$ cat config.mk
export PLATFORM = sky130hd
export DESIGN_NAME = elevator_controller
export DESIGN_NICKNAME = d
export VERILOG_FILES = /design/src/rtl/elevator_controller.sv
export SDC_FILE = /design/constraint.sdc
export NUM_CORES = 1
export LEC_CHECK = 0
export CORE_UTILIZATION = 50
export DETAILED_ROUTE_END_ITERATION = 8
export PLACE_DENSITY = 0.79
export SLEW_MARGIN = 20
export SYNTH_ARGS = -nofsm -noshare
export SYNTH_HDL_FRONTEND = slang
export SYNTH_SLANG_ARGS = --single-unit
$ cat constraint.sdc
create_clock -name clk -period 3.8 [get_ports clk]
set_input_delay 0.38 -clock clk [delete_from_list [all_inputs] [get_ports clk]]
set_output_delay 0.38 -clock clk [all_outputs]
set_load 0.01 [all_outputs]
$ cat src/rtl/elevator_controller.sv
// SCAN-style car controller: consumes latched in-car and hall-call vectors,
// moves the car floor by floor, opens the door and pulses clears for served calls.
module elevator_controller #(
    parameter int MOVE_CYCLES = 4,
    parameter int DOOR_CYCLES = 3
) (
    input  logic       clk,
    input  logic       rst,
    input  logic [5:0] req_in,
    input  logic [9:0] req_out,
    output logic [2:0] floor,
    output logic       moving_up,
    output logic       moving_down,
    output logic       door_open,
    output logic [5:0] clr_in,
    output logic [9:0] clr_out
);

    // Request handshake: a request bit stays high until this block returns a
    // one-cycle clr pulse for it; the upstream latch drops the bit on the edge
    // that ends the pulse, so bits whose clr is high count as already served.

    typedef enum logic [1:0] {IDLE, MOVE_UP, MOVE_DOWN, DOOR_OPEN} state_t;
    typedef enum logic [1:0] {DIR_NONE, DIR_UP, DIR_DOWN} dir_t;

    state_t     state, state_n;
    dir_t       dir, dir_n;
    logic [2:0] floor_n, nxt;
    logic [7:0] move_cnt, move_cnt_n, door_cnt, door_cnt_n;
    logic [5:0] clr_in_n, eff_in, pend;
    logic [9:0] clr_out_n, eff_out, hall_hit, same_call;
    logic       above, below, beyond, going_up;

    function automatic logic [9:0] up_mask(input logic [2:0] f);
        logic [9:0] m;
        m = '0;
        if (f <= 3'd4) m[{1'b0, f}] = 1'b1;
        return m;
    endfunction

    function automatic logic [9:0] dn_mask(input logic [2:0] f);
        logic [9:0] m;
        m = '0;
        if (f != 3'd0 && f <= 3'd5) m[{1'b0, f} + 4'd4] = 1'b1;
        return m;
    endfunction

    function automatic logic any_above(input logic [5:0] p, input logic [2:0] f);
        logic r;
        r = 1'b0;
        for (int i = 0; i < 6; i++) if (i > int'(f)) r = r | p[3'(i)];
        return r;
    endfunction

    function automatic logic any_below(input logic [5:0] p, input logic [2:0] f);
        logic r;
        r = 1'b0;
        for (int i = 0; i < 6; i++) if (i < int'(f)) r = r | p[3'(i)];
        return r;
    endfunction

    assign eff_in  = req_in & ~clr_in;
    assign eff_out = req_out & ~clr_out;

    always_comb begin
        pend = '0;
        for (int f = 0; f < 6; f++)
            pend[f] = eff_in[f] | (|((up_mask(3'(f)) | dn_mask(3'(f))) & eff_out));
    end

    assign above = any_above(pend, floor);
    assign below = any_below(pend, floor);

    assign moving_up   = (state == MOVE_UP);
    assign moving_down = (state == MOVE_DOWN);
    assign door_open   = (state == DOOR_OPEN);

    always_comb begin
        state_n    = state;
        dir_n      = dir;
        floor_n    = floor;
        move_cnt_n = move_cnt;
        door_cnt_n = door_cnt;
        clr_in_n   = '0;
        clr_out_n  = '0;
        nxt        = floor;
        beyond     = 1'b0;
        going_up   = 1'b0;
        hall_hit   = '0;
        same_call  = '0;
        case (state)
            IDLE: begin
                if (pend[floor]) begin
                    state_n          = DOOR_OPEN;
                    door_cnt_n       = 8'd1;
                    clr_in_n[floor]  = eff_in[floor];
                    clr_out_n        = (up_mask(floor) | dn_mask(floor)) & eff_out;
                end else if (above) begin
                    state_n    = MOVE_UP;
                    dir_n      = DIR_UP;
                    move_cnt_n = 8'd1;
                end else if (below) begin
                    state_n    = MOVE_DOWN;
                    dir_n      = DIR_DOWN;
                    move_cnt_n = 8'd1;
                end else begin
                    dir_n = DIR_NONE;
                end
            end
            MOVE_UP, MOVE_DOWN: begin
                going_up = (state == MOVE_UP);
                if (move_cnt == 8'(MOVE_CYCLES)) begin
                    nxt        = going_up ? floor + 3'd1 : floor - 3'd1;
                    floor_n    = nxt;
                    move_cnt_n = 8'd0;
                    beyond     = going_up ? any_above(pend, nxt) : any_below(pend, nxt);
                    same_call  = (going_up ? up_mask(nxt) : dn_mask(nxt)) & eff_out;
                    if (eff_in[nxt] || (|same_call) || (!beyond && pend[nxt])) begin
                        state_n       = DOOR_OPEN;
                        door_cnt_n    = 8'd1;
                        clr_in_n[nxt] = eff_in[nxt];
                        clr_out_n     = same_call;
                        // Nothing further ahead: serve the opposite call too and turn around.
                        if (!beyond) begin
                            clr_out_n = clr_out_n |
                                ((going_up ? dn_mask(nxt) : up_mask(nxt)) & eff_out);
                            dir_n = going_up ? DIR_DOWN : DIR_UP;
                        end
                    end else if (!beyond) begin
                        state_n = IDLE;
                        dir_n   = DIR_NONE;
                    end else begin
                        move_cnt_n = 8'd1;
                    end
                end else begin
                    move_cnt_n = move_cnt + 8'd1;
                end
            end
            DOOR_OPEN: begin
                if (dir != DIR_DOWN) hall_hit = hall_hit | (up_mask(floor) & eff_out);
                if (dir != DIR_UP)   hall_hit = hall_hit | (dn_mask(floor) & eff_out);
                if (eff_in[floor] || (|hall_hit)) begin
                    door_cnt_n      = 8'd1;
                    clr_in_n[floor] = eff_in[floor];
                    clr_out_n       = hall_hit;
                end else if (door_cnt == 8'(DOOR_CYCLES)) begin
                    door_cnt_n = 8'd0;
                    move_cnt_n = 8'd1;
                    if (dir == DIR_UP && above) begin
                        state_n = MOVE_UP;
                    end else if (dir == DIR_DOWN && below) begin
                        state_n = MOVE_DOWN;
                    end else if (dir == DIR_UP && below) begin
                        state_n = MOVE_DOWN;
                        dir_n   = DIR_DOWN;
                    end else if (dir == DIR_DOWN && above) begin
                        state_n = MOVE_UP;
                        dir_n   = DIR_UP;
                    end else begin
                        state_n    = IDLE;
                        dir_n      = DIR_NONE;
                        move_cnt_n = 8'd0;
                    end
                end else begin
                    door_cnt_n = door_cnt + 8'd1;
                end
            end
            default: state_n = IDLE;
        endcase
    end

    always_ff @(posedge clk) begin
        if (!rst) begin
            state    <= IDLE;
            dir      <= DIR_NONE;
            floor    <= 3'd0;
            move_cnt <= 8'd0;
            door_cnt <= 8'd0;
            clr_in   <= '0;
            clr_out  <= '0;
        end else begin
            state    <= state_n;
            dir      <= dir_n;
            floor    <= floor_n;
            move_cnt <= move_cnt_n;
            door_cnt <= door_cnt_n;
            clr_in   <= clr_in_n;
            clr_out  <= clr_out_n;
        end
    end

endmodule

# Yosys cells after proc, flatten, opt, wreduce, memory -nomap -nowiden
# Index checks and enable logic that the tools add are counted.
[word_totals] reg_bits=39 latch_bits=0 mem_bits_rw=0 rom_bits=0 out_inout_bits=22 wordCells=277 mem_count=0
[op_classes] n_addsub=6 mul=0 div_mod_pow=0 magnitude_cmp=38 eq_ne=21 shift=0 mux=143 n_bitwise=30 reduce_logical=32
[ops] cell="10-bit 2-to-1 mux" n=33
[ops] cell="8-bit 2-to-1 mux" n=13
[ops] cell="10-bit AND" n=6
[ops] cell="1-bit 2-to-1 mux" n=54
[ops] cell="8-bit case mux with 3 select lines" n=2
[ops] cell="2-bit 2-to-1 mux" n=22
[ops] cell="10-bit OR" n=3
[ops] cell="10-bit case mux with 3 select lines" n=1
[ops] cell="6-bit 2-to-1 mux" n=4
[ops] cell="10-bit OR reduction" n=2
[ops] cell="6-bit AND" n=3
[ops] cell="2-bit != test, second input constant" n=9
[ops] cell="6-bit case mux with 3 select lines" n=1
[ops] cell="8-bit by 1-bit adder with 8-bit output, second input constant" n=2
[ops] cell="1-bit OR" n=16
[ops] cell="1-bit logical AND" n=13
[ops] cell="1-bit binary-select mux with 3-bit select" n=4
[ops] cell="1-bit demux with 3-bit select" n=4
[ops] cell="3-bit by 1-bit greater-or-equal comparator with 1-bit output, second input constant" n=4
[ops] cell="2-bit by 3-bit greater-than comparator with 1-bit output, first input constant" n=4
[ops] cell="3-bit greater-than comparator, first input constant" n=4
[ops] cell="3-bit less-or-equal comparator, second input constant" n=4
[ops] cell="1-bit by 3-bit < comparator with 1-bit output, first input constant" n=4
[ops] cell="2-bit by 3-bit < comparator with 1-bit output, first input constant" n=4
[ops] cell="31 further kinds" n=54

# Depth between registers and ports, before layout
# Gate-level depths: netlist of the first run.
[logic_depth] ltp_word=34 depth_mapped=13

# Least setup slack after synthesis of the first run
# Ideal clock, no wire load.
[synth_timing] path_type="reg2reg" start="register floor[0]" end="register door_cnt[4]" setup_ns=0.130 arrival_ns=3.048 path_slack_ns=0.622 stages_incl_launch_ff=14 path_buffers=3 synth_period_minus_slack_ns=3.178 path_cell_list="dfxtp_1 buf_4 clkinv_1 ha_1 buf_2 or2_1 a21oi_2 a221oi_2 a2bb2oi_2 nand4_2 o311ai_2 buf_4 nand2b_1 o32ai_2"
[synth_between] elab_chain_cells=26 elab_cells_between_ends=116
[synth_rtl] item="start, declared" line="11" source="output logic [2:0] floor,"
[synth_rtl] item="start signal, assigned" line="184" source="floor <= floor_n;"
[synth_rtl] item="3-bit by 1-bit subtractor with 3-bit output / 3-bit by 1-bit adder with 3-bit output (equally long branches)" line="113" source="nxt = going_up ? floor + 3'd1 : floor - 3'd1;"
[synth_rtl] item="3-bit 2-to-1 mux" line="113"
[synth_rtl] item="1-bit by 3-bit < comparator with 1-bit output" line="58" source="for (int i = 0; i < 6; i++) if (i < int'(f)) r = r | p[3'(i)];"
[synth_rtl] item="1-bit 2-to-1 mux" line="58"
[synth_rtl] item="1-bit 2-to-1 mux" line="112" source="if (move_cnt == 8'(MOVE_CYCLES)) begin"
[synth_rtl] item="1-bit 2-to-1 mux" line="91" source="case (state)"
[synth_rtl] item="1-bit OR" line="58"
[synth_rtl] item="1-bit 2-to-1 mux" line="58"
[synth_rtl] item="[... 10 more ...]"
[synth_rtl] item="1-bit 2-to-1 mux" line="112"
[synth_rtl] item="1-bit 2-to-1 mux" line="91"
[synth_rtl] item="1-bit 2-to-1 mux" line="116" source="beyond = going_up ? any_above(pend, nxt) : any_below(pend, nxt);"
[synth_rtl] item="1-bit logical NOT"
[synth_rtl] item="1-bit logical AND" line="118" source="if (eff_in[nxt] || (|same_call) || (!beyond && pend[nxt])) begin"
[synth_rtl] item="1-bit logical OR" line="118"
[synth_rtl] item="2-bit != test (no line)"
[synth_rtl] item="3-bit AND reduction (no line)"
[synth_rtl] item="end signal, assigned" line="186" source="door_cnt <= door_cnt_n;"
[synth_rtl] item="end, declared" line="29" source="logic [7:0] move_cnt, move_cnt_n, door_cnt, door_cnt_n;"
# Several ways; a longest one is shown, not always the timed one. The select of a mux whose other input is x is not followed.
# A chain may end at the register's enable or synchronous reset.

# Final worst setup path of the first run
[layout_timing] start="register state[1]" end="register clr_out[1]"
[layout_between] elab_chain_cells=27 elab_cells_between_ends=95
[layout_rtl] item="start, declared" line="26" source="state_t state, state_n;"
[layout_rtl] item="start signal, assigned" line="182" source="state <= state_n;"
[layout_rtl] item="2-bit by 1-bit == test with 1-bit output" line="91, 111"
[layout_rtl] item="3-bit 2-to-1 mux" line="113"
[layout_rtl] item="1-bit by 3-bit < comparator with 1-bit output" line="58"
[layout_rtl] item="1-bit 2-to-1 mux" line="58"
[layout_rtl] item="1-bit 2-to-1 mux" line="112"
[layout_rtl] item="1-bit 2-to-1 mux" line="91"
[layout_rtl] item="1-bit OR" line="58"
[layout_rtl] item="1-bit 2-to-1 mux" line="58"
[layout_rtl] item="[... 11 more ...]"
[layout_rtl] item="1-bit 2-to-1 mux" line="91"
[layout_rtl] item="1-bit 2-to-1 mux" line="116"
[layout_rtl] item="1-bit logical NOT"
[layout_rtl] item="1-bit logical AND" line="118"
[layout_rtl] item="1-bit logical OR" line="118"
[layout_rtl] item="10-bit 2-to-1 mux" line="118"
[layout_rtl] item="10-bit 2-to-1 mux" line="112"
[layout_rtl] item="10-bit case mux with 3 select lines (*)" line="91"
[layout_rtl] item="end signal, assigned" line="188" source="clr_out <= clr_out_n;"
[layout_rtl] item="end, declared" line="16" source="output logic [9:0] clr_out"
# Every way passes the cells marked *; elsewhere a longest branch is shown, timed or not. The select of a mux whose other input is x is not followed.

==> results.md, run 1 <==
- P_leak: approximately 1.4 nW
- Hold Vio Cnt, Final: 0
- First-pass GRT wire length: about 16 mm
- Cells on Worst Hold Path: 2
- Yosys warnings: 0
- Starting Density: 52.6%
- WHS: approximately 500 ps
- Dpl ws: slightly below 100 ps
- Synth-to-Final Area Change: 18.5%
- Vias in the first global route: ~3000
- Endpoint class of the critical path: flip-flop
- Vias/cell: roughly 6.5
- Worst path buffer plus inverter count: 2
- Hold_sp: move_cnt[7]
- Post-Syn Instances: between 400 and 500
- Post-route ant nets: 0
- Worst setup margin: 266 ps
- Max incr delay on CP: between 700 and 800 ps
- Type of the worst min-delay path: flip-flop to flip-flop
- HPWL Detailed: about 8 mm
- Crit start category: flip-flop
- Flops & latches, synth: 39
- Post-CTS Hold Buffers: 0
- Syn_area_per_cell: between 7 and 8 sq um
- Fin Setup TNS: 0 ps
- Top Family by Delay on Critical Path: compound AO/OA/AOI/OAI gates
- Number of stages on the worst setup path: 11
- Final Util: 62.3%
- Routed len/inst: a little over 20 microns
- Worst-case reg-to-reg path depth: 11
- Worst setup path class: flip-flop to flip-flop
- GR Overflow Total: 0
- CTS buffer count: 5
- FF-to-FF Start: state[1]
- Clock Power Share: a little over a fifth
- WHS Endpoint: move_cnt[7]
- Fraction of layout cells with a size suffix above 1: 9.87%
- Power Total: between 1.5 and 2 mW
- TritonCTS Sinks: 39
- Drt first pass iters: 5
- Dominant synthesized flop cell: dfxtp_1
- Critical R2R Capture: clr_out[1]
- Die H: approximately 80 microns
- Initial antenna violation count: 0
- Area of the core: around 0.006 sq mm
- Switch share: 44.4%
- Die area: ~0.0067 sq mm
- Critical Path RT: ~4000 ps
- Arrival time at the worst endpoint: between 3000 and 4000 ps
- Outcome: complete, no violations
- Syn nets: 440
- Cell-internal power: 0.952 mW
- Cells along the critical path: inv_1 > ha_1 > xor2_2 > mux2i_1 > a221oi_2 > a2bb2oi_2 > nand4_2 > o21ai_2 > buf_4 > o22ai_1 > and3_1
- N_diodes: 0
- Final setup viols: 0
- Post-cts gate resize count: 0
- Final wirelength: 10.5 mm
- Postcts setup bufs: 0
- Post-synth cell types: 85
- CTS tree: yes
- Largest net degree at the start of global routing: 30
- Flop pwr share: 27.7%
- R2r setup slk: around 270 ps
- Core Rows: 28
- # port buffers: 39
- Synth Cell Area: between 0.003 and 0.004 sq mm
- Via Count: 3411
- Switching power: roughly 0.76 mW
- Total of max-cap violations: 0
- Layout filler cell count: between 500 and 600
- Slew HR: approximately 43%
- Final net count: 478
- CP max FO: 21
- Peak supply drop: about 0.35 mV
- Async S/R FF share, synth: 0%
- CP max-delay cell: ha_1
- Pins over their slew limit: 0
- Initial drt markers: around 480
- Root Buffer: clkbuf_8
- P per Cell Area: between 400 and 500 mW/mm^2
- Fin crit period: between 3000 and 4000 ps
- Worst-path clk slew: 90 ps
- EDFF count, synth: 0
- # IOs: 40
- RSZ-0062 raised after global routing: false
- Residual DRC count: 0
- GPL Wtd Cong: 0.975
- Clk Latency, worst-skew pair: 310 ps
- H-tree depth: 2
- Final period util: between 90 and 100%
- Least-Margin Pin Slew: roughly 860 ps
- GRT Total Usage: approximately a third
- Logic gate share of total power: roughly 50%
- Max Clock Freq: approximately 0.28 GHz
- Die width: 81.6 microns
- Clock Skews: approximately 13 ps
- Worst-case clock buffer depth: 2
- Seq/Total Area, Yosys: between 20% and 30%
==> area by class of cell <==
class / count / area (sq um) / area share [%]
tap: 75 / 93.8 / 2.50
sequential: 39 / 781 / 20.8
multi-input combinational: 335 / 2240 / 59.7
clock buffer: 5 / 68.8 / 1.83
timing repair buffer: 50 / 473 / 12.6
inverter: 14 / 52.6 / 1.40
clock inverter: 3 / 43.8 / 1.17
==> flip-flops by register name, summed over array words and instances (netlist names) <==
register  flops
clr_in        6
clr_out      10
dir           2
door_cnt      8
floor         3
move_cnt      8
state         2
==> cells by family after synthesis <==
kind of cell    Yosys count  share of synthesized area [%]
xor+xnor                  9                           2.73
compound gates          108                           25.2
buf+inv                  33                           4.98
fa+ha+maj                15                           5.93
flops                    39                           24.7
simple gates            194                           33.6
mux                       9                           2.92
==> cell usage in the layout (no fill, tap or decap), drive strengths merged, types with 3 or more instances in the layout <==
| cell | count |
|---|---|
| mux2i | 7 |
| nand2 | 25 |
| a211oi | 4 |
| nand2b | 12 |
| and4 | 3 |
| or3 | 9 |
| nor2b | 19 |
| o211ai | 7 |
| clkdlybuf4s50 | 39 |
| or3b | 3 |
| o21ai | 21 |
| nand4 | 11 |
| o31ai | 6 |
| nor3b | 3 |
| buf | 11 |
| o32ai | 3 |
| o22ai | 7 |
| dfxtp | 39 |
| clkbuf | 5 |
| nor3 | 13 |
| nor2 | 42 |
| ha | 15 |
| nor4 | 3 |
| a31oi | 5 |
| and3 | 9 |
| xor2 | 7 |
| clkinv | 3 |
| inv | 13 |
| nand3 | 26 |
| a21oi | 23 |
| or4 | 4 |
| o311ai | 3 |
| nand3b | 3 |
==> cells in the mapped netlist (4+ instances only) <==
cell type / n / area (sq um)
nor2_1: 41 / 154
dfxtp_1: 39 / 781
nand3_1: 26 / 130
nand2_1: 24 / 90.1
a21oi_1: 21 / 105
nor2b_1: 19 / 119
ha_1: 15 / 188
nor3_1: 13 / 65.1
o21ai_0: 13 / 65.1
inv_1: 12 / 45.0
nand2b_1: 12 / 75.1
nand4_1: 10 / 62.6
and3_1: 9 / 56.3
or3_1: 9 / 56.3
clkbuf_1: 8 / 30.0
mux2i_1: 7 / 70.1
o211ai_1: 7 / 52.6
buf_2: 6 / 30.0
o21ai_1: 6 / 30.0
o22ai_1: 6 / 37.5
o31ai_1: 6 / 45.0
xor2_1: 6 / 52.6
a31oi_1: 5 / 31.3
a211oi_1: 4 / 30.0
or4_1: 4 / 30.0
==> routing by layer <==
| metal | track usage (%) | routed length [microns] |
|---|---|---|
| met1 | 48.2 | 4830 |
| met2 | 47.6 | 4470 |
| met3 | 6.22 | 952 |
| met4 | 9.47 | 236 |
| met5 | 0 | 0 |
==> worst register-to-register path, delay by kind of cell, from the launching register on <==
kind / cells / cell delay (ps)
multiplexers: 1 / 270
AO/OA/AOI/OAI: 4 / 890
buffers and inverters: 2 / 350
adder cells (fa/ha/maj): 1 / 740
flip-flops: 1 / 350
AND/OR/NAND/NOR: 2 / 440
XOR/XNOR: 1 / 380
==> power by group through the flow <==
| stage | Sequential [mW] | Clock, mW | Combinational, mW |
|---|---|---|---|
| floorplan | 0.478 | 0 | 0.616 |
| global placement | 0.480 | 0 | 0.823 |
| detailed placement | 0.484 | 0 | 0.822 |
| CTS | 0.474 | 0.371 | 0.826 |
| global route | 0.480 | 0.390 | 0.929 |
| finish | 0.474 | 0.369 | 0.867 |
==> through the flow <==
step                      instances  area [sq um]
final                           521          3750
after global routing            521          3750
after CTS                       521          3740
after detailed placement        513          3630
after global placement          513          3630
after floorplan                 407          3170
==> how the worst max path moves through the flow <==
stage	from	end	slack (ps)
global placement	state[1]	door_cnt[4]	270
finish	state[1]	clr_out[1]	270
floorplan	floor[0]	door_cnt[4]	620
global route	state[1]	door_cnt[5]	60
CTS	state[1]	door_cnt[7]	100
detailed placement	state[1]	door_cnt[5]	100
No activity file was read; power rests on OpenSTA's default activity.
==> run 2, diff against run 1 <==
--- a/config.mk
+++ b/config.mk
@@ -7,4 +7,5 @@
 export LEC_CHECK = 0
 export CORE_UTILIZATION = 50
+export CTS_BUF_LIST = sky130_fd_sc_hd__clkbuf_8
 export DETAILED_ROUTE_END_ITERATION = 8
 export PLACE_DENSITY = 0.79
==> constraint.sdc (replaced) <==
create_clock -name clk -period 3.8 [get_ports clk]
set_input_delay 0.95 -clock clk [delete_from_list [all_inputs] [get_ports clk]]
set_output_delay 0.95 -clock clk [all_outputs]
set_load 0.01 [all_outputs]
==> run 2 against run 1 <==
Net effect: worst hold slack got worse by 12 ps; flip-flop and latch count did not move; register-to-register slack improved by 160 ps; non-clock buffer count rose by 14; die area did not move; largest power group unchanged.
==> results.md, run 2 (synthesis gave the netlist of run 1 again) <==
- FF-to-FF Start: state[1]
- Die width: 81.6 microns (unchanged)
- Via Count: 3566 (+4.5%)
- Max reg flops: 10 (unchanged)
- CTS tree: yes
- Synth-to-Final Area Change: 21.5%
- Least-Margin Pin Slew: 790 ps (-69.5 ps)
- Peak supply drop: 0.306 mV (-14%)
- Endpoint class of the critical path: flip-flop
- TritonCTS Sinks: 39 (unchanged)
- CTS buffer count: 5 (unchanged)
- Worst Setup SP: req_out[0]
- R2r setup slk: 430 ps (+160 ps)
- Area of the core: 0.00603 sq mm (unchanged)
- Switch share: 43.6% (-0.72 points)
- Switching power: 0.760 mW (+0.25%)
- Pins over their slew limit: 0 (unchanged)
- Worst-path clk slew: 90 ps (about the same)
- CP max-delay cell: nor2b_1
- Worst path buffer plus inverter count: 1 (-1)
- HPWL Detailed: 7.81 mm (-0.34%)
- Max Clock Freq: 0.282 GHz (-0.33%)
- Worst setup path class: input pin to flip-flop
- P_leak: 1.45 nW (+4.8%)
- Final net count: 492 (+2.9%)
- Die H: 81.6 microns (unchanged)
- Dpl ws: 0.465 ps (-97.2 ps)
- Clock Skews: 12.3 ps (-0.512 ps)
- Slew HR: 46.8% (+4.1 points)
- Root Buffer: clkbuf_8
- Commonest non-fill, non-tap cell in the layout: nor2_1
- GR Overflow Total: 0 (unchanged)
- Initial drt markers: 419 (-13%)
- Hold Vio Cnt, Final: 0 (unchanged)
- Cells on Worst Hold Path: 2 (unchanged)
- Final setup viols: 0 (unchanged)
- Final Util: 63.8% (+1.6 points)
- Drt first pass iters: 5 (unchanged)
- # IOs: 40 (unchanged)
- Initial antenna violation count: 0 (unchanged)
- CP max FO: 8 (-62%)
- Critical R2R Capture: dir[1]
- Crit start category: input pin
- GRT Total Usage: 32.8% (+0.16 points)
- N_diodes: 0 (unchanged)
- Most flop-heavy register: clr_out
- # port buffers: 39 (unchanged)
- Core Rows: 28 (unchanged)
- WHS: 489 ps (-11.7 ps)
- Cells along the critical path: clkdlybuf4s50_1 > nor2b_1 > mux2i_1 > o311ai_0 > o31ai_1 > a31o_4 > and4_4 > mux2_1 > a22o_1
- P per Cell Area: 453 mW/mm^2 (-0.61%)
- Postcts setup bufs: 0 (unchanged)
- WHS Endpoint: door_cnt[7]
- Top Family by Delay on Critical Path: compound AO/OA/AOI/OAI gates
- Fin Setup TNS: 0 ps (unchanged)
- Post-CTS Hold Buffers: 0 (unchanged)
- RSZ-0062 raised after global routing: false
- Routed len/inst: 19.5 microns (-3.1%)
- Post-route ant nets: 0 (unchanged)
- Max incr delay on CP: 500 ps (-240 ps)
- Post-cts gate resize count: 0 (unchanged)
- Largest net degree at the start of global routing: 30 (unchanged)
- First-pass GRT wire length: 16.2 mm (+0.30%)
- Vias/cell: 6.67 (+1.8%)
- Worst setup margin: 254 ps (-11.5 ps)
- Arrival time at the worst endpoint: 3750 ps (+20 ps)
- Outcome: complete, no violations
- Most frequent cells in the layout: nor2_1, dfxtp_1, clkdlybuf4s50_1
- Final period util: 93.3% (+0.30 points)
- Total of max-cap violations: 0 (unchanged)
- Starting Density: 52.6% (unchanged)
- Critical Path RT: 4000 ps (about the same)
- Logic gate share of total power: 51.9% (+1.2 points)
- Type of the worst min-delay path: flip-flop to flip-flop
- Biggest regs: clr_out x10, door_cnt x8, move_cnt x8
- Die area: 0.00666 sq mm (unchanged)
- Clk Latency, worst-skew pair: 310 ps (about the same)
- Cell-internal power: 0.982 mW (+3.2%)
- Fin crit period: 3550 ps (+11.5 ps)
- Layout filler cell count: 524 (-5.8%)
- H-tree depth: 2 (unchanged)
- Fraction of layout cells with a size suffix above 1: 12.6% (+2.7 points)
- Final wirelength: 10.4 mm (-0.45%)
- Clock Power Share: 20.9% (-0.7 points)
- GPL Wtd Cong: 1.02 (+4.7%)
- Residual DRC count: 0 (unchanged)
- Worst-case reg-to-reg path depth: 11 (unchanged)
- Hold_sp: door_cnt[7]
- Worst-case clock buffer depth: 2 (unchanged)
- Vias in the first global route: 3232 (+7.2%)
- Flop pwr share: 27.2% (-0.5 points)
[run 2: cell count changes in the layout (fill, tap and decap cells not counted), sizes merged]
cell	delta
buf	+14
[run 2: worst max path at each step]
| stage | to | slack [ps] | depth (start not counted) |
|---|---|---|---|
| detailed placement | dir[1] | 0.5 | 9 |
| global placement | dir[1] | 70 | 9 |
| global route | dir[1] | 200 | 11 |
| finish | dir[1] | 250 | 9 |
| CTS | dir[1] | 350 | 9 |
| floorplan | door_cnt[4] | 620 | 13 |
[run 2: through the flow]
stage | cells | total power, mW | cell area (sq um)
CTS | 535 | 1.72 | 3850
detailed placement | 527 | 1.36 | 3730
finish | 535 | 1.74 | 3850
global route | 535 | 1.84 | 3850
floorplan | 407 | 1.09 | 3170
global placement | 527 | 1.35 | 3730
[run 2: power groups by stage]
stage / Combinational (mW) / Clock [mW] / Sequential, mW
2_1_floorplan: 0.616 / 0 / 0.478
3_3_place_gp: 0.868 / 0 / 0.482
3_5_place_dp: 0.874 / 0 / 0.484
4_1_cts: 0.879 / 0.369 / 0.474
5_1_grt: 0.978 / 0.383 / 0.480
6_report: 0.905 / 0.364 / 0.474
[run 2: layer usage]
| layer | share of wire, % | GRT usage (%) |
|---|---|---|
| met5 | 0 | 0 |
| met2 | 42 | 48.3 |
| met3 | 11 | 6.89 |
| met4 | 3.3 | 14.4 |
| met1 | 43 | 45.7 |
[run 2: final cells by class]
type,instances,area [sq um],share of cell area [%]
clock buffers,5,68.8,1.79
multi-input cells,335,2230,57.9
inverters,14,52.6,1.37
clock inverters,3,43.8,1.14
well taps,75,93.8,2.44
flip-flops and latches,39,781,20.3
repair buffers,64,578,15.0
[run 2: worst register-to-register path: cells and delay by family (launching register included)]
family	cells	cell delay (ps)
simple gates	1	260
flops	1	340
buf+inv	2	270
xor+xnor	1	250
compound gates	6	1560
fa+ha+maj	1	630
==> patch 1 (settings of run 1) <==
The 4 states of `state_t` get a one-hot encoding in 4 bits.
--- a/src/rtl/elevator_controller.sv
+++ b/src/rtl/elevator_controller.sv
@@ -20,7 +20,7 @@
     // one-cycle clr pulse for it; the upstream latch drops the bit on the edge
     // that ends the pulse, so bits whose clr is high count as already served.
 
-    typedef enum logic [1:0] {IDLE, MOVE_UP, MOVE_DOWN, DOOR_OPEN} state_t;
+    typedef enum logic [3:0] {IDLE = 4'b0001, MOVE_UP = 4'b0010, MOVE_DOWN = 4'b0100, DOOR_OPEN = 4'b1000} state_t;
     typedef enum logic [1:0] {DIR_NONE, DIR_UP, DIR_DOWN} dir_t;
 
     state_t     state, state_n;
Behaviour: same outputs for any inputs over 4 cycles, from zero or initial values and one cycle with rst low; so few cycles prove little.
==> patch 1 against run 1 <==
  * Sequential cell count increased by 2
  * Non-clock buffer count increased by 6
  * Via count up 0.41%
  * Power decreased by 17%
  * Combinational power down 27%
  * Sequential power grew 7.4%
  * Cell area rose by 0.70%
  * Global-route usage decreased by 1.1 points
  * Worst setup slack improved by 0.38 ns
  * Routed wire length fell by 4.3%
  * Synthesized area rose by 2.4%
  * Critical endpoint is now clr_out[0]
  * Largest cell class unchanged
  * Largest power group unchanged
==> patch 1: results (changes against run 1) <==
* Static Leak at 1.37 nW (was 1.39 nW)
* Clk tree area frac at 0.0215 (was 0.0300)
* Hold path cells at 1 (was 2)
* First-pass GRT wire length at 16000 µm (was 16100 µm)
* Synth area leaders: dfxtp_1 (25%), nor2_1 (4.7%), nand3_1 (4.0%), o21ai_0 (4.0%), ha_1 (3.5%) (was dfxtp_1 (25%), ha_1 (5.9%), nor2_1 (4.9%), nand3_1 (4.1%), nor2b_1 (3.8%))
* GR Util met2 at 0.459 (was 0.476)
* Total sequential power at 0.509 mW (was 0.474 mW)
* Invs w/o clock at 13 (was 14)
* Status: finished, final reports clean (unchanged)
* Pre-CTS WS at 0.636 ns (was 0.0977 ns)
* Max incr delay on CP at 0.50 ns (was 0.74 ns)
* Comb power at 0.631 mW (was 0.867 mW)
* Data arrival time of the worst path at 3.39 ns (was 3.73 ns)
* Largest net degree at the start of global routing at 32 (was 30)
* Placed Cells at 516 (was 513)
* Critical path fanouts, max at 10 (was 21)
* Fill count at 574 (was 556)
* Mapped Nets at 430 (was 440)
* Seq/total area at 0.217 (was 0.208)
* Reg-to-reg startpoint: floor[1] (was state[1])
* Reg2Reg Setup Slack at 0.65 ns (was 0.27 ns)
* CP max-delay cell: a211oi_2 (was ha_1)
* Design area at 3780 µm² (was 3750 µm²)
* WHS Endpoint: door_cnt[7] (was move_cnt[7])
* M3 GR Usage at 0.0769 (was 0.0622)
* Met1 global-route usage at 0.441 (was 0.482)
* Share of layout cells above drive strength 1 at 0.136 (was 0.0987)
* Setup Skew at 0.00518 ns (was 0.0128 ns)
* PwrDens at 377 nW/µm² (was 456 nW/µm²)
* Hold Crit Start: door_cnt[7] (was move_cnt[7])
* Nets at 475 (was 478)
* Synthesized instance count at 403 (was 407)
* Least-Margin Pin Slew at 0.828 ns (was 0.860 ns)
* Nonclk buf count at 56 (was 50)
patch 1: changes by cell type after synthesis, sizes merged, moves of 5 or more:
cell   before  now
a22oi       2   11
buf        11    6
or2b        0    8
ha         15    9
or3         9    3
o21ai      21   28
nor2b      19   14
patch 1: logic make-up after synthesis:
kind of cell,after synthesis,share of synthesized area
and+or+nand+nor,183,0.314
muxes,7,0.0305
AOI/OAI and AO/OA,121,0.272
DFF,41,0.253
buffers and inverters,31,0.0640
xor gates and xnor gates,11,0.0320
adders and majority gates,9,0.0347
patch 1: worst max-delay path by stage:
| stage | from | cells after the start | slack (ns) | to |
|---|---|---|---|---|
| final | floor[1] | 11 | 0.65 | clr_out[0] |
| after global routing | floor[1] | 11 | 0.42 | clr_out[5] |
| after CTS | floor[0] | 10 | 0.69 | move_cnt[1] |
| after detailed placement | req_in[1] | 9 | 0.64 | move_cnt[1] |
| after global placement | req_in[1] | 9 | 0.63 | move_cnt[6] |
| after floorplan | floor[0] | 11 | 0.92 | door_cnt[0] |
==> patch 2 (settings of run 1) <==
Made on the original files. Make the reset (`rst`) asynchronous in one clocked block.
--- a/src/rtl/elevator_controller.sv
+++ b/src/rtl/elevator_controller.sv
@@ -169,7 +169,7 @@
         endcase
     end
 
-    always_ff @(posedge clk) begin
+    always_ff @(posedge clk or negedge rst) begin
         if (!rst) begin
             state    <= IDLE;
             dir      <= DIR_NONE;
Formal check against the unedited RTL: differs if rst is asserted again (counterexample within 4 cycles, from zero or initial values and one cycle with rst low); with rst held inactive, the same outputs for 10 cycles.
==> patch 2 against run 1 <==
  * The flow now finishes with violations (DRC)
  * Cell area increased by 7.5%
  * Critical path depth unchanged
  * Sequential cell count unchanged
  * Routed wire length increased by 6.4%
  * Synthesized area increased by 8.1%
  * First-iteration DRC count decreased by 17%
  * Core utilization decreased by 0.16 points
  * Clock skew increased by 0.0011 ns
  * Worst setup slack improved by 0.12 ns
  * Cell count increased by 1.9%
  * Synthesized cell count unchanged
  * Critical path type unchanged
  * Critical endpoint is now door_cnt[0]
Power is not compared: it rests on default switching activity, and its combinational part moved more than twofold at a synthesized area within 25%.
==> patch 2: results (changes against run 1) <==
* WL per Instance at 21.0 µm (was 20.1 µm)
* Synth area leaders: dfrtp_1 (29%), ha_1 (5.5%), nor2b_1 (4.2%), nand2_1 (4.2%), o21ai_0 (3.7%) (was dfxtp_1 (25%), ha_1 (5.9%), nor2_1 (4.9%), nand3_1 (4.1%), nor2b_1 (3.8%))
* Total GRT Usage at 0.327 (about the same)
* Met1 global-route usage at 0.466 (was 0.482)
* Initial antenna violation count at 0 (unchanged)
* Nets at 486 (was 478)
* Post-synthesis cell type count at 72 (was 85)
* Critical path startpoint: floor[0] (was state[1])
* Mapped Nets at 440 (unchanged)
* Ys async rst share at 1.00 (was 0)
* GR Util met2 at 0.494 (was 0.476)
* Largest regs: clr_out (10), door_cnt (8), move_cnt (8) (unchanged)
* Synth cell count leaders: dfrtp_1 (39), nand2_1 (38), o21ai_0 (25), nand3_1 (24), nor2b_1 (23) (was nor2_1 (41), dfxtp_1 (39), nand3_1 (26), nand2_1 (24), a21oi_1 (21))
* # port buffers at 39 (unchanged)
* Clock Path Buffers at 2 (unchanged)
* Post-CTS Setup Bufs at 0 (unchanged)
* Register area share after synthesis at 0.285 (was 0.247)
* Data arrival time of the worst path at 3.60 ns (was 3.73 ns)
* Share of layout cells above drive strength 1 at 0.128 (was 0.0987)
* Largest net degree at the start of global routing at 40 (was 30)
* First-pass GRT wire length at 17800 µm (was 16100 µm)
* Status: finished with violations (was finished, final reports clean)
* Critical path fanouts, max at 10 (was 21)
* Peak VDD IR at about 0.13 mV
* Placer Congestion at 1.04 (was 0.975)
* DRT iter0 DRCs at 398 (was 482)
* CP max-delay cell: mux4_2 (was ha_1)
* HPWL after detailed placement at 8640 µm (was 7840 µm)
* Static Leak at roughly 1.7 nW
* Setup Skew at 0.0139 ns (was 0.0128 ns)
* Fill count at 592 (was 556)
* Failing checks: DRC
* # diodes at 0 (unchanged)
* CTS resizes at 0 (unchanged)
* Register clock-pin slew on the reported worst setup and hold paths at 0.09 ns (about the same)
* M3 GR Usage at 0.0600 (was 0.0622)
* Num CTS Buffers at 5 (unchanged)
* Hold Crit Class: in2async (was reg2reg)
* Remaining DRCs at 3 (was 0)
* H-tree Lvls at 2 (unchanged)
* Clk Tree Root Cell: clkbuf_8 (unchanged)
* Max-slew headroom at 0.401 (was 0.427)
* Number of global-route vias before repair at 3282 (was 3014)
* Via count at 3523 (was 3411)
* Max incr delay on CP at 0.57 ns (was 0.74 ns)
* Ys Warns at 0 (unchanged)
* Area post-placement at 3940 µm² (was 3630 µm²)
* First drt pass iteration count at 9 (was 5)
* Clock Latency Late Sink at 0.31 ns (about the same)
patch 2: cell types whose count changed after synthesis, moves of 6 or more:
cell	run 1	this run
dfxtp_1	39	0
xor2_1	6	0
dfrtp_1	0	39
nand2_1	24	38
o21ai_0	13	25
o21a_1	2	8
nand4_1	10	1
nor2_1	41	21
patch 2: per-stage QoR:
step | util | hold WS [ns] | setup slack [ns] | instances
2_1_floorplan | - | 0.0844 | 0.412 | 407
4_1_cts | 0.621 | 0.228 | 0.426 | 531
3_3_place_gp | 0.607 | 0.497 | 0.521 | 523
6_report | 0.621 | 0.191 | 0.388 | 531
5_1_grt | 0.621 | 0.269 | 0.110 | 531
3_5_place_dp | 0.607 | 0.507 | 0.451 | 523
patch 2: where the power goes:
| part | switching (mW) | internal (mW) |
|---|---|---|
| Combinational | 0.0446 | 0.0331 |
| Sequential | 0 | 0.415 |
| Clock | 0.162 | 0.128 |
patch 2: path summary, 6_finish.rpt:
check                               to  depth (start not counted)  slack, ns
setup / recovery           door_cnt[0]                         11       0.39
hold / removal              clr_out[6]                          1       0.19
setup reg to reg           door_cnt[0]                         11       0.39
hold reg to reg            door_cnt[7]                          1       0.54
max in group asynchronous  move_cnt[6]                          1       3.03
min in group clk           door_cnt[7]                          1       0.54
patch 2: logic make-up (layout without fill, tap and decap cells):
| kind of cell | Yosys count | after routing | share of synthesized area |
|---|---|---|---|
| flops | 39 | 39 | 0.285 |
| mux | 10 | 10 | 0.0388 |
| fa+ha+maj | 15 | 15 | 0.0548 |
| simple gates | 185 | 185 | 0.298 |
| compound gates | 123 | 123 | 0.265 |
| xor+xnor | 3 | 3 | 0.0143 |
| buf+inv | 32 | 79 | 0.0442 |
patch 2: layer usage:
| layer | share of wire | vias up |
|---|---|---|
| met5 | 0 | - |
| met2 | 0.43 | 226 |
| met1 | 0.44 | 1657 |
| met4 | 0.025 | 0 |
| met3 | 0.097 | 28 |
| li1 | - | 1612 |
patch 2: critical path, delay by kind of cell, from the launching register on:
family / cells / cell delay (ns)
and+or+nand+nor: 2 / 0.26
DFF: 1 / 0.39
AOI/OAI and AO/OA: 4 / 0.95
buffers and inverters: 1 / 0.19
adders and majority gates: 2 / 0.58
muxes: 2 / 0.90
patch 2: layout make-up:
type / instances / share of cell area
timing repair buffer: 58 / 0.131
multi-input combinational: 336 / 0.569
clock inverter: 3 / 0.00496
clock buffer: 5 / 0.0171
sequential: 39 / 0.242
inverter: 13 / 0.0121
tap: 77 / 0.0239
